$ cat config.mk
export PLATFORM = sky130hd
export DESIGN_NAME = led_colour_controller
export DESIGN_NICKNAME = d
export VERILOG_FILES = /design/src/rtl/led_colour_controller.sv
export SDC_FILE = /design/constraint.sdc
export NUM_CORES = 1
export LEC_CHECK = 0
export CELL_PAD_IN_SITES_DETAIL_PLACEMENT = 1
export CELL_PAD_IN_SITES_GLOBAL_PLACEMENT = 1
export CORE_MARGIN = 3
export CORE_UTILIZATION = 30
export DETAILED_ROUTE_END_ITERATION = 8
export PLACE_DENSITY_LB_ADDON = 0.1
export SLEW_MARGIN = 20
export SYNTH_ARGS = -nofsm -noshare
export SYNTH_HDL_FRONTEND = slang
export SYNTH_SLANG_ARGS = --single-unit
$ cat constraint.sdc
create_clock -name clk -period 2 [get_ports clk]
set_input_delay 0.4 -clock clk [delete_from_list [all_inputs] [get_ports clk]]
set_output_delay 0.4 -clock clk [all_outputs]
set_load 0.02 [all_outputs]
$ cat src/rtl/led_colour_controller.sv
// Accumulates rotary pulses into R/G/B channels and hands GRB snapshots to the serialiser.
// Build option WRAP_AROUND_EN: channels wrap modulo 256 instead of saturating.
module led_colour_controller #(
    parameter int unsigned    STEP       = 8,
    parameter logic [7:0]     INIT_VALUE = 8'h00
) (
    input  logic        clk,
    input  logic        res_n,
    input  logic        rotation_up,
    input  logic        rotation_dn,
    input  logic        channel_next,
    input  logic        colour_ready,
    output logic        colour_valid,
    output logic [23:0] colour_out,
    output logic [1:0]  channel_sel
);

    localparam logic [7:0] STEP_B = STEP[7:0];

    typedef enum logic {IDLE, REQ} state_t;

    state_t      state_q, state_d;
    logic [7:0]  r_q, r_d, g_q, g_d, b_q, b_d;
    logic [1:0]  sel_q, sel_d;
    logic        dirty_q, dirty_d;
    logic        valid_q, valid_d;
    logic [23:0] out_q, out_d;

    logic [7:0]  cur_val, new_val;
    logic [8:0]  sum9, diff9;
    logic        changed;

    always_comb begin
        case (sel_q)
            2'd1:    cur_val = g_q;
            2'd2:    cur_val = b_q;
            default: cur_val = r_q;
        endcase
        sum9    = {1'b0, cur_val} + {1'b0, STEP_B};
        diff9   = {1'b0, cur_val} - {1'b0, STEP_B};
        new_val = cur_val;
        if (rotation_up && !rotation_dn) begin
`ifdef WRAP_AROUND_EN
            new_val = sum9[7:0];
`else
            new_val = sum9[8] ? 8'hFF : sum9[7:0];
`endif
        end else if (rotation_dn && !rotation_up) begin
`ifdef WRAP_AROUND_EN
            new_val = diff9[7:0];
`else
            new_val = diff9[8] ? 8'h00 : diff9[7:0];
`endif
        end
        changed = (new_val != cur_val);
    end

    always_comb begin
        r_d   = r_q;
        g_d   = g_q;
        b_d   = b_q;
        sel_d = sel_q;
        case (sel_q)
            2'd1:    g_d = new_val;
            2'd2:    b_d = new_val;
            default: r_d = new_val;
        endcase
        if (channel_next) begin
            sel_d = (sel_q == 2'd2) ? 2'd0 : sel_q + 2'd1;
        end
    end

    // Snapshot always takes the pre-update values; a concurrent change keeps dirty set.
    always_comb begin
        state_d = state_q;
        valid_d = valid_q;
        out_d   = out_q;
        dirty_d = dirty_q | changed;
        case (state_q)
            IDLE: begin
                if (dirty_q) begin
                    out_d   = {g_q, r_q, b_q};
                    valid_d = 1'b1;
                    dirty_d = changed;
                    state_d = REQ;
                end
            end
            REQ: begin
                if (valid_q && colour_ready) begin
                    valid_d = 1'b0;
                    state_d = IDLE;
                end
            end
            default: state_d = IDLE;
        endcase
    end

    always_ff @(posedge clk) begin
        if (!res_n) begin
            state_q <= IDLE;
            r_q     <= INIT_VALUE;
            g_q     <= INIT_VALUE;
            b_q     <= INIT_VALUE;
            sel_q   <= 2'd0;
            dirty_q <= 1'b1;
            valid_q <= 1'b0;
            out_q   <= 24'h0;
        end else begin
            state_q <= state_d;
            r_q     <= r_d;
            g_q     <= g_d;
            b_q     <= b_d;
            sel_q   <= sel_d;
            dirty_q <= dirty_d;
            valid_q <= valid_d;
            out_q   <= out_d;
        end
    end

    assign colour_valid = valid_q;
    assign colour_out   = out_q;
    assign channel_sel  = sel_q;

endmodule

==> Word level (Yosys, flattened, before mapping) <==
Cells that the tools add are included.
{ "word_totals": {"inputBits": 6, "n_memories": 0, "rom_bits": 0, "latch_bits": 0, "reg_bits": 53, "ramBits": 0} }
{ "classes": {"n_bitwise": 2, "div": 0, "magnitude_cmp": 0, "n_shift": 0, "reduce_logical": 8, "eq_ne": 5, "n_addsub": 3, "multipliers": 0, "n_mux": 14} }
{ "ops": {"columns": ["operator", "n"], "rows": [
  ["$mux W8", 4],
  ["$pmux W8 S2", 1],
  ["$add A8 B4 Y9 const B", 1],
  ["$sub A8 B4 Y9 const B", 1],
  ["$ne A8 B8 Y1", 1],
  ["$mux W1", 6],
  ["$pmux W1 S2", 2],
  ["$reduce_and A2 Y1", 2],
  ["$logic_and A1 B1 Y1", 3],
  ["$add A2 B1 Y2 const B", 1],
  ["$eq A2 B1 Y1 const B", 1],
  ["$eq A2 B2 Y1 const B", 1],
  ["$logic_not A1 Y1", 2],
  ["$mux W2", 1],
  ["$ne A2 B1 Y1 const B", 1],
  ["$ne A2 B2 Y1 const B", 1],
  ["$reduce_or A2 Y1", 1],
  ["$not A1 Y1", 1],
  ["$or A1 B1 Y1", 1]
]} }

==> Depth between registers and ports, before layout <==
Gate-level depths: netlist (run 1).
{ "logic_depth": {"ltp_word": 10, "mapped_depth": 11, "depth_no_buf": 10} }

==> Least setup slack after synthesis (run 1) <==
Ideal clock, no wire load.
{ "synth_path": {"path_type": "register to register", "from": "reg sel_q[0] (netlist: channel_sel[0])", "to": "reg b_q[4]", "path_buffers": 1, "setup_ns": 0.070, "period_less_slack_ns": 2.328, "arrival_time_ns": 2.258, "required_time_ns": 1.930, "path_slack_ns": -0.328, "path_stages_with_launch": 11, "path_cell_list": "dfxtp_1 inv_1 ha_1 buf_4 nor2_1 a21o_4 ha_1 mux2_1 a211oi_1 a21oi_1 a21oi_1"} }
{ "synth_via": {"elab_chain_cells": 6, "word_cells_on_any_way": 9, "cone_classes": "2 x add/sub; 2 x eq/ne; 5 x mux"} }
{ "synth_rtl": {"columns": ["element", "line_no", "text"], "rows": [
  ["start, declared", "24", "logic [1:0] sel_q, sel_d;"],
  ["start signal, assigned", "113", "sel_q <= sel_d;"],
  ["$eq A2 B2 Y1 / $eq A2 B1 Y1 (equally long branches)", "34, 63", null],
  ["$pmux W8 S2", "34", "case (sel_q)"],
  ["$sub A8 B4 Y9", "40", "diff9 = {1'b0, cur_val} - {1'b0, STEP_B};"],
  ["$mux W8", "52", "new_val = diff9[8] ? 8'h00 : diff9[7:0];"],
  ["$mux W8", "48", "end else if (rotation_dn && !rotation_up) begin"],
  ["$mux W8", "42", "if (rotation_up && !rotation_dn) begin"],
  ["end signal, assigned", "103", "b_q <= INIT_VALUE;"],
  ["end signal, assigned", "112", "b_q <= b_d;"],
  ["end, declared", "23", "logic [7:0] r_q, r_d, g_q, g_d, b_q, b_d;"]
]} }
Several ways; a longest one is shown, not always the timed one.
A chain may end at the register's enable or synchronous reset.

==> Worst setup path in the final report (run 1) <==
{ "layout_path": {"from": "reg sel_q[1] (netlist: channel_sel[1])", "to": "reg dirty_q"} }
{ "layout_via": {"elab_chain_cells": 10, "word_cells_on_any_way": 13, "cone_classes": "2 x add/sub; 3 x eq/ne; 7 x mux; 1 x bitwise"} }
{ "layout_rtl": {"columns": ["element", "line_no", "text"], "rows": [
  ["$eq A2 B2 Y1 / $eq A2 B1 Y1 (equally long branches)", "34", null],
  ["$pmux W8 S2 *", "34", null],
  ["$sub A8 B4 Y9", "40", null],
  ["$mux W8", "52", null],
  ["$mux W8", "48", null],
  ["$mux W8", "42", null],
  ["$ne A8 B8 Y1 *", "55", "changed = (new_val != cur_val);"],
  ["$or A1 B1 Y1", "78", "dirty_d = dirty_q | changed;"],
  ["$mux W1", "81", "if (dirty_q) begin"],
  ["$mux W1 *", "79", "case (state_q)"],
  ["end signal, assigned", "114", "dirty_q <= dirty_d;"],
  ["end, declared", "25", "logic dirty_q, dirty_d;"]
]} }
Every way passes the cells marked *; elsewhere a longest branch is shown, timed or not.

==> impl_metrics.xml, run 1 <==
<?xml version="1.0" encoding="UTF-8"?>
<metrics>
  <group name="cts">
    <metric name="cts-root-to-sink-buffers" unit="">2</metric>
    <metric name="cts_max_level" unit="">2</metric>
    <metric name="clkTransAtPathRegs" unit="ns">0.10</metric>
    <metric name="cts_sinks" unit="">53</metric>
    <metric name="cts_tree" unit="">done</metric>
    <metric name="clockRootBuffer" unit="">clkbuf_8</metric>
    <metric name="cts_inserted_buffers" unit="">5</metric>
    <metric name="clk_latency" unit="ns">0.31</metric>
  </group>
  <group name="route">
    <metric name="detail_route.wl_per_cell" unit="um">16.5</metric>
    <metric name="met3_length" unit="um">227</metric>
    <metric name="routed_wl" unit="um">8170</metric>
    <metric name="detailedRoute.firstPassIterationCount" unit="">4</metric>
    <metric name="m1WireLength" unit="um">3970</metric>
    <metric name="detail_route.drc_violations" unit="">0</metric>
    <metric name="route.vias.total" unit="">2513</metric>
    <metric name="route.detailed.vias_per_inst" unit="">5.08</metric>
    <metric name="initial_drc_count" unit="">101</metric>
    <metric name="met2_wirelength" unit="um">3830</metric>
    <metric name="topRoutingLayerUsed" unit="">met4</metric>
    <metric name="postRouteAntennaNets" unit="">0</metric>
  </group>
  <group name="worst_setup_path">
    <metric name="crit_path_max_fanout" unit="">5</metric>
    <metric name="required_time_at_the_worst_slack_endpoint" unit="ns">2.19</metric>
    <metric name="timing.critical_path.arrival" unit="ns">2.35</metric>
    <metric name="worstSetupEndpointType" unit="">flop</metric>
    <metric name="timing_worst_setup_path_type" unit="">reg2reg</metric>
    <metric name="critical_path.startpoint_type" unit="">flop</metric>
  </group>
  <group name="finish">
    <metric name="final_cells" unit="">495</metric>
    <metric name="num-nets-final" unit="">401</metric>
    <metric name="area_growth" unit="%">52.7</metric>
    <metric name="fraction_of_final_layout_cells_with_drive_strength_greater_than_1" unit="%">35.6</metric>
    <metric name="num_antenna_cells" unit="">0</metric>
    <metric name="postLayoutCellArea" unit="um2">4120</metric>
  </group>
  <group name="placed_design">
    <metric name="finalWeightedCongestion" unit="">0.773</metric>
    <metric name="dp.cells" unit="">461</metric>
    <metric name="post_dp_cell_area" unit="um2">3460</metric>
    <metric name="port_buffers" unit="">32</metric>
    <metric name="dpl.hpwl" unit="um">5460</metric>
    <metric name="place_ws" unit="ns">-0.226</metric>
  </group>
  <group name="global_route">
    <metric name="initial_antenna_violation_count" unit="">0</metric>
    <metric name="grt_pass1_wl" unit="um">13200</metric>
    <metric name="grt_usage" unit="%">16.1</metric>
    <metric name="first_global_vias" unit="">2573</metric>
    <metric name="grt_remaining_overflow" unit="">0</metric>
    <metric name="grt_start_max_net_pins" unit="">59</metric>
  </group>
  <group name="synthesis">
    <metric name="yosys_register_bits" unit="">53</metric>
    <metric name="synth-edff-count" unit="">0</metric>
    <metric name="post_synth_instance_area" unit="um2">2700</metric>
    <metric name="synth_fp_nets" unit="">316</metric>
    <metric name="synthesis.instances" unit="">304</metric>
    <metric name="netlist_top_cells_area" unit="">dfxtp_1 39%, nand2_1 7.4%, a21boi_0 6.7%</metric>
    <metric name="synth_warnings" unit="">0</metric>
    <metric name="sequential_fraction_of_the_synthesis_area" unit="%">39.3</metric>
    <metric name="synth_top_cell_by_area" unit="">dfxtp_1</metric>
    <metric name="netlist-cell-type-count" unit="">58</metric>
    <metric name="synth_commonest_cells" unit="">53 x dfxtp_1, 53 x nand2_1, 24 x a21boi_0</metric>
    <metric name="dominantRegCellSynth" unit="">dfxtp_1</metric>
    <metric name="synth_async_sr_flop_share" unit="%">0</metric>
    <metric name="yosysTopAreaCellShare" unit="%">39.3</metric>
    <metric name="syn_avg_cell_area" unit="um2">8.87</metric>
  </group>
  <group name="floorplanning">
    <metric name="design.portCount" unit="">33</metric>
    <metric name="floorplan.initialDensity" unit="%">31.9</metric>
    <metric name="die_outline_area" unit="um2">10200</metric>
    <metric name="die_width" unit="um">101</metric>
    <metric name="design.core.area" unit="um2">8460</metric>
    <metric name="die_y" unit="um">101</metric>
    <metric name="site_row_count" unit="">33</metric>
  </group>
  <group name="sta">
    <metric name="fin_worst_skew" unit="ns">0.00527</metric>
    <metric name="fin_setup_tns" unit="ns">-2.46</metric>
    <metric name="timing.final.crit_share" unit="%">108</metric>
    <metric name="worst_slew_pin_slew" unit="ns">0.373</metric>
    <metric name="hold_slack" unit="ns">0.464</metric>
    <metric name="grt_setup_unrepaired" unit="">yes</metric>
    <metric name="report.final.hold_viol_count" unit="">0</metric>
    <metric name="setup_viol" unit="">25</metric>
    <metric name="finalMaxSlewViolations" unit="">0</metric>
    <metric name="timing.final.ws_setup" unit="ns">-0.155</metric>
    <metric name="fin_crit" unit="ns">2.15</metric>
    <metric name="fmax" unit="MHz">464</metric>
    <metric name="maxSlewHeadroom" unit="%">75.1</metric>
  </group>
  <group name="run_status">
    <metric name="run_status" unit="">finished with violations</metric>
    <metric name="failing_checks" unit="">negative setup slack</metric>
  </group>
  <group name="run">
    <metric name="timing.max_cap.violations" unit="">0</metric>
  </group>
  <group name="pwr">
    <metric name="worst_ir_drop_on_vdd" unit="V">0.000284</metric>
    <metric name="power.static_leakage" unit="uW">0.00155</metric>
    <metric name="powerDensity" unit="nW/um2">766</metric>
  </group>
  <group name="hold_path">
    <metric name="hold_path.class" unit="">reg2reg</metric>
  </group>
</metrics>
## per-stage QoR
step / total power (uW) / utilization, %
after floorplan: 1740 / -
after global placement: 2100 / 40.9
after detailed placement: 2120 / 40.9
after CTS: 3060 / 46.2
after global routing: 3320 / 48.7
final: 3160 / 48.7
## power by group
part           internal [uW]  switching [uW]  leakage (uW)
Clock                    377             372     0.0000554
Combinational            609             629       0.00106
Sequential              1110            58.0      0.000432
Total                   2100            1060       0.00155
## worst max-delay path: stages (launching register included)
cell and delay [ns]:
dfxtp_4 0.37, inv_4 0.05, ha_4 0.27, buf_12 0.14, buf_8 0.12, a21oi_4 0.25
buf_6 0.15, nand2_4 0.04, buf_6 0.13, o31a_1 0.31, a21oi_2 0.12, nand4_1 0.09
## kinds of logic after synthesis
group                    share of synthesized area (%)
multiplexers                                      2.27
flip-flops                                        39.3
XOR/XNOR                                         0.325
AO/OA/AOI/OAI                                     28.2
AND/OR/NAND/NOR                                   21.7
adder cells (fa/ha/maj)                           2.78
buffers and inverters                             5.43
## placed cells by master (no fill, tap or decap), drive strengths merged, types with 3 or more instances in the layout
master and n:
buf 68, inv 5, o211ai 5, nand4 4, ha 6, clkbuf 6, nand2 54, nor3 6
dfxtp 53, a21o 5, nor2 11, a21oi 11, nand3b 6, mux2i 5, nand3 12, o221a 3
nor2b 5, o21ai 20, clkdlybuf4s50 31, nand2b 9, a22oi 6, a21boi 30
## routing by layer
metal / GRT usage [%] / up-vias
met4: 3.73 / 0
met2: 26.6 / 32
li1: - / 1245
met5: 0 / -
met1: 22.3 / 1225
met3: 2.21 / 11
## final timing paths
check | end | cells past startpoint | slack, ns | from
max reg2reg | dirty_q | 11 | -0.15 | channel_sel[1]
min | colour_out[12] | 2 | 0.46 | colour_out[12]
min reg2reg | colour_out[12] | 2 | 0.46 | colour_out[12]
max | dirty_q | 11 | -0.15 | channel_sel[1]
## cell type report
class,instances,area [um2]
Clock buffer,6,72.6
Clock inverter,2,38.8
Sequential cell,53,1070
Multi-Input combinational cell,223,1790
Tap cell,105,131
Fill cell,954,4340
Timing Repair Buffer,100,985
Inverter,6,35.0
## what timing repair did
action,CTS,global route
hold buffers,0,0
cloned,1,0
buffers inserted,18,11
resized for setup,41,27
pin swaps,28,27
setup endpoints to repair,25,25
## flip-flops by register name, indices dropped and copies added, names as in the netlist
signal and count:
colour_out 24, b_q 8, g_q 8, r_q 8, channel_sel 2, colour_valid 1
dirty_q 1, state_q 1
No activity file was read; power rests on OpenSTA's default activity.
==> run 2, diff against run 1 <==
Settings changed: CAP_MARGIN set to 20.
==> results of run 2 <==
No change in the layout: final DEF, timing and power equal those of run 1.
==> run 3, diff against run 2 <==
Settings changed: MAX_ROUTING_LAYER set to met4.
==> impl_metrics.xml, run 3 (synthesis gave the netlist of run 1 again) <==
<?xml version="1.0" encoding="UTF-8"?>
<metrics>
  <group name="run_status">
    <metric name="run_status" unit="">finished with violations</metric>
    <metric name="failing_checks" unit="">negative setup slack</metric>
  </group>
  <group name="finish">
    <metric name="layout.cells.most_common_list" unit="">53 x nand2_1, 51 x dfxtp_1, 43 x buf_4, 32 x clkdlybuf4s50_1, 24 x a21boi_0</metric>
    <metric name="largest_register_ffs" unit="">24</metric>
    <metric name="num_antenna_cells" unit="">0</metric>
    <metric name="area_growth" unit="%">51.0</metric>
    <metric name="num-nets-final" unit="">395</metric>
    <metric name="layout.cells.most_common" unit="">nand2_1</metric>
    <metric name="number_of_fill_cells" unit="">952</metric>
    <metric name="fraction_of_final_layout_cells_with_drive_strength_greater_than_1" unit="%">34.6</metric>
  </group>
  <group name="worst_setup_path">
    <metric name="worstSetupEndpointType" unit="">flop</metric>
    <metric name="crit_path_frequent_cell" unit="">buf_12</metric>
    <metric name="cp_cell_sequence" unit="">inv_4 &gt; ha_4 &gt; buf_12 &gt; nor2_4 &gt; a21oi_4 &gt; nand3_4 &gt; buf_12 &gt; o31a_1 &gt; a21oi_2 &gt; nand4_1</metric>
    <metric name="crit_path_max_fanout" unit="">5</metric>
    <metric name="path_buf_inv" unit="">3</metric>
    <metric name="cp_top_family" unit="">compound AO/OA/AOI/OAI gates</metric>
    <metric name="critical_path.startpoint_type" unit="">flop</metric>
    <metric name="required_time_at_the_worst_slack_endpoint" unit="ns">2.20</metric>
    <metric name="ff2ff_path_depth" unit="">10</metric>
    <metric name="slowest_stage" unit="">dfxtp_4</metric>
    <metric name="reg2reg_slack" unit="ns">-0.12</metric>
    <metric name="timing.rr.end" unit="">dirty_q</metric>
    <metric name="timing.critical_path.arrival" unit="ns">2.32</metric>
    <metric name="crit_path_max_incr_delay" unit="ns">0.37</metric>
    <metric name="crit-reg2reg-launch" unit="">channel_sel[1]</metric>
    <metric name="timing_worst_setup_path_type" unit="">reg2reg</metric>
  </group>
  <group name="floorplanning">
    <metric name="design.portCount" unit="">33</metric>
    <metric name="design.core.area" unit="um2">8460</metric>
    <metric name="die_width" unit="um">101</metric>
    <metric name="die_outline_area" unit="um2">10200</metric>
    <metric name="site_row_count" unit="">33</metric>
    <metric name="floorplan.initialDensity" unit="%">31.9</metric>
    <metric name="die_y" unit="um">101</metric>
  </group>
  <group name="route">
    <metric name="detail_route.wl_per_cell" unit="um">16.4</metric>
    <metric name="detail_route.drc_violations" unit="">0</metric>
    <metric name="detailedRoute.firstPassIterationCount" unit="">4</metric>
    <metric name="route.vias.total" unit="">2472</metric>
    <metric name="initial_drc_count" unit="">76</metric>
    <metric name="routed_wl" unit="um">8030</metric>
    <metric name="postRouteAntennaNets" unit="">0</metric>
    <metric name="route.detailed.vias_per_inst" unit="">5.06</metric>
  </group>
  <group name="cts">
    <metric name="cts_sinks" unit="">53</metric>
    <metric name="cts-root-to-sink-buffers" unit="">2</metric>
    <metric name="clkTransAtPathRegs" unit="ns">0.10</metric>
    <metric name="cts_inserted_buffers" unit="">5</metric>
    <metric name="clockRootBuffer" unit="">clkbuf_8</metric>
    <metric name="cts_tree" unit="">done</metric>
    <metric name="clk_latency" unit="ns">0.31</metric>
    <metric name="cts_max_level" unit="">2</metric>
  </group>
  <group name="sta">
    <metric name="finalMaxSlewViolations" unit="">0</metric>
    <metric name="setup_viol" unit="">25</metric>
    <metric name="fin_worst_skew" unit="ns">0.0113</metric>
    <metric name="fin_crit" unit="ns">2.12</metric>
    <metric name="worst_slew_pin_slew" unit="ns">0.370</metric>
    <metric name="timing.final.ws_setup" unit="ns">-0.121</metric>
    <metric name="fmax" unit="MHz">471</metric>
    <metric name="maxSlewHeadroom" unit="%">75.3</metric>
    <metric name="timing.final.crit_share" unit="%">106</metric>
    <metric name="grt_setup_unrepaired" unit="">yes</metric>
    <metric name="report.final.hold_viol_count" unit="">0</metric>
    <metric name="hold_slack" unit="ns">0.463</metric>
  </group>
  <group name="hold_path">
    <metric name="min-delay-start" unit="">colour_out[12]</metric>
    <metric name="hold_path.class" unit="">reg2reg</metric>
    <metric name="holdPathStages" unit="">2</metric>
    <metric name="hold_worst_path_end" unit="">colour_out[12]</metric>
  </group>
  <group name="run">
    <metric name="timing.max_cap.violations" unit="">0</metric>
  </group>
  <group name="pwr">
    <metric name="comb_power_share" unit="%">38.6</metric>
    <metric name="power.switching" unit="uW">1050</metric>
    <metric name="internal-power" unit="uW">2080</metric>
    <metric name="worst_ir_drop_on_vdd" unit="V">0.000285</metric>
    <metric name="total_power" unit="uW">3130</metric>
    <metric name="powerDensity" unit="nW/um2">768</metric>
    <metric name="power.clock.fraction" unit="%">23.9</metric>
    <metric name="power.static_leakage" unit="uW">0.00151</metric>
    <metric name="swShare" unit="%">33.6</metric>
    <metric name="sequentialPowerShare" unit="%">37.4</metric>
  </group>
  <group name="global_route">
    <metric name="first_global_vias" unit="">2566</metric>
    <metric name="initial_antenna_violation_count" unit="">0</metric>
    <metric name="grt_pass1_wl" unit="um">13200</metric>
    <metric name="grt_usage" unit="%">16.6</metric>
    <metric name="grt_remaining_overflow" unit="">0</metric>
    <metric name="grt_start_max_net_pins" unit="">59</metric>
  </group>
  <group name="placed_design">
    <metric name="port_buffers" unit="">32</metric>
    <metric name="dpl.hpwl" unit="um">5460</metric>
    <metric name="place_ws" unit="ns">-0.226</metric>
    <metric name="finalWeightedCongestion" unit="">0.784</metric>
  </group>
</metrics>
==> run 3: power groups by stage <==
stage                     clock [uW]  combinational (uW)  sequential [uW]
final                            748                1210             1170
after CTS                        765                1120             1170
after global routing             806                1310             1180
after detailed placement           0                 929             1190
after floorplan                    0                 536             1200
after global placement             0                 912             1190
==> run 3: how the worst max path moves through the flow <==
stage                              start       to  slack [ns]  cells past startpoint
after floorplan           channel_sel[0]   b_q[4]     0.00003                     10
after global placement    channel_sel[1]   r_q[3]       -0.24                      9
after detailed placement  channel_sel[1]   b_q[3]       -0.23                     10
after CTS                 channel_sel[0]   g_q[3]       -0.12                     12
after global routing      channel_sel[0]  dirty_q       -0.24                     12
final                     channel_sel[1]  dirty_q       -0.12                     10
==> run 3: routing by layer <==
layer | vias up | wire length [um] | track usage, %
li1 | 1232 | - | -
met1 | 1197 | 3890 | 22.5
met2 | 38 | 3820 | 26.5
met3 | 5 | 239 | 2.21
met4 | 0 | 80 | 3.73
met5 | - | 0 | -
==> run 3: cell type report <==
cell class / instances / area, um2 / area share [%]
clock buffers: 6 / 72.6 / 1.78
clock inverters: 2 / 38.8 / 0.952
inverters: 6 / 37.5 / 0.922
multi-input cells: 223 / 1800 / 44.1
flip-flops and latches: 53 / 1070 / 26.2
well taps: 105 / 131 / 3.23
repair buffers: 94 / 926 / 22.7
==> run 3: worst min-delay path: stages (launching register included) <==
cell and delay [ns]:
dfxtp_1 0.32, nand2_1 0.04, a21boi_0 0.06
==> run 3: timing repair <==
action,CTS,global route
gates resized for setup,41,25
hold buffers,0,0
endpoints found under the setup margin,25,25
buffers inserted,18,5
cloned,1,0
pin swaps,28,28
==> run 3: metrics by stage <==
stage / util [%] / setup TNS [ns] / area, um2 / cells
after floorplan: - / 0 / 2770 / 304
after global routing: 48.1 / -4.79 / 4070 / 489
after CTS: 46.2 / -1.35 / 3910 / 486
after global placement: 40.9 / -3.17 / 3460 / 461
after detailed placement: 40.9 / -4.50 / 3460 / 461
final: 48.1 / -1.93 / 4070 / 489
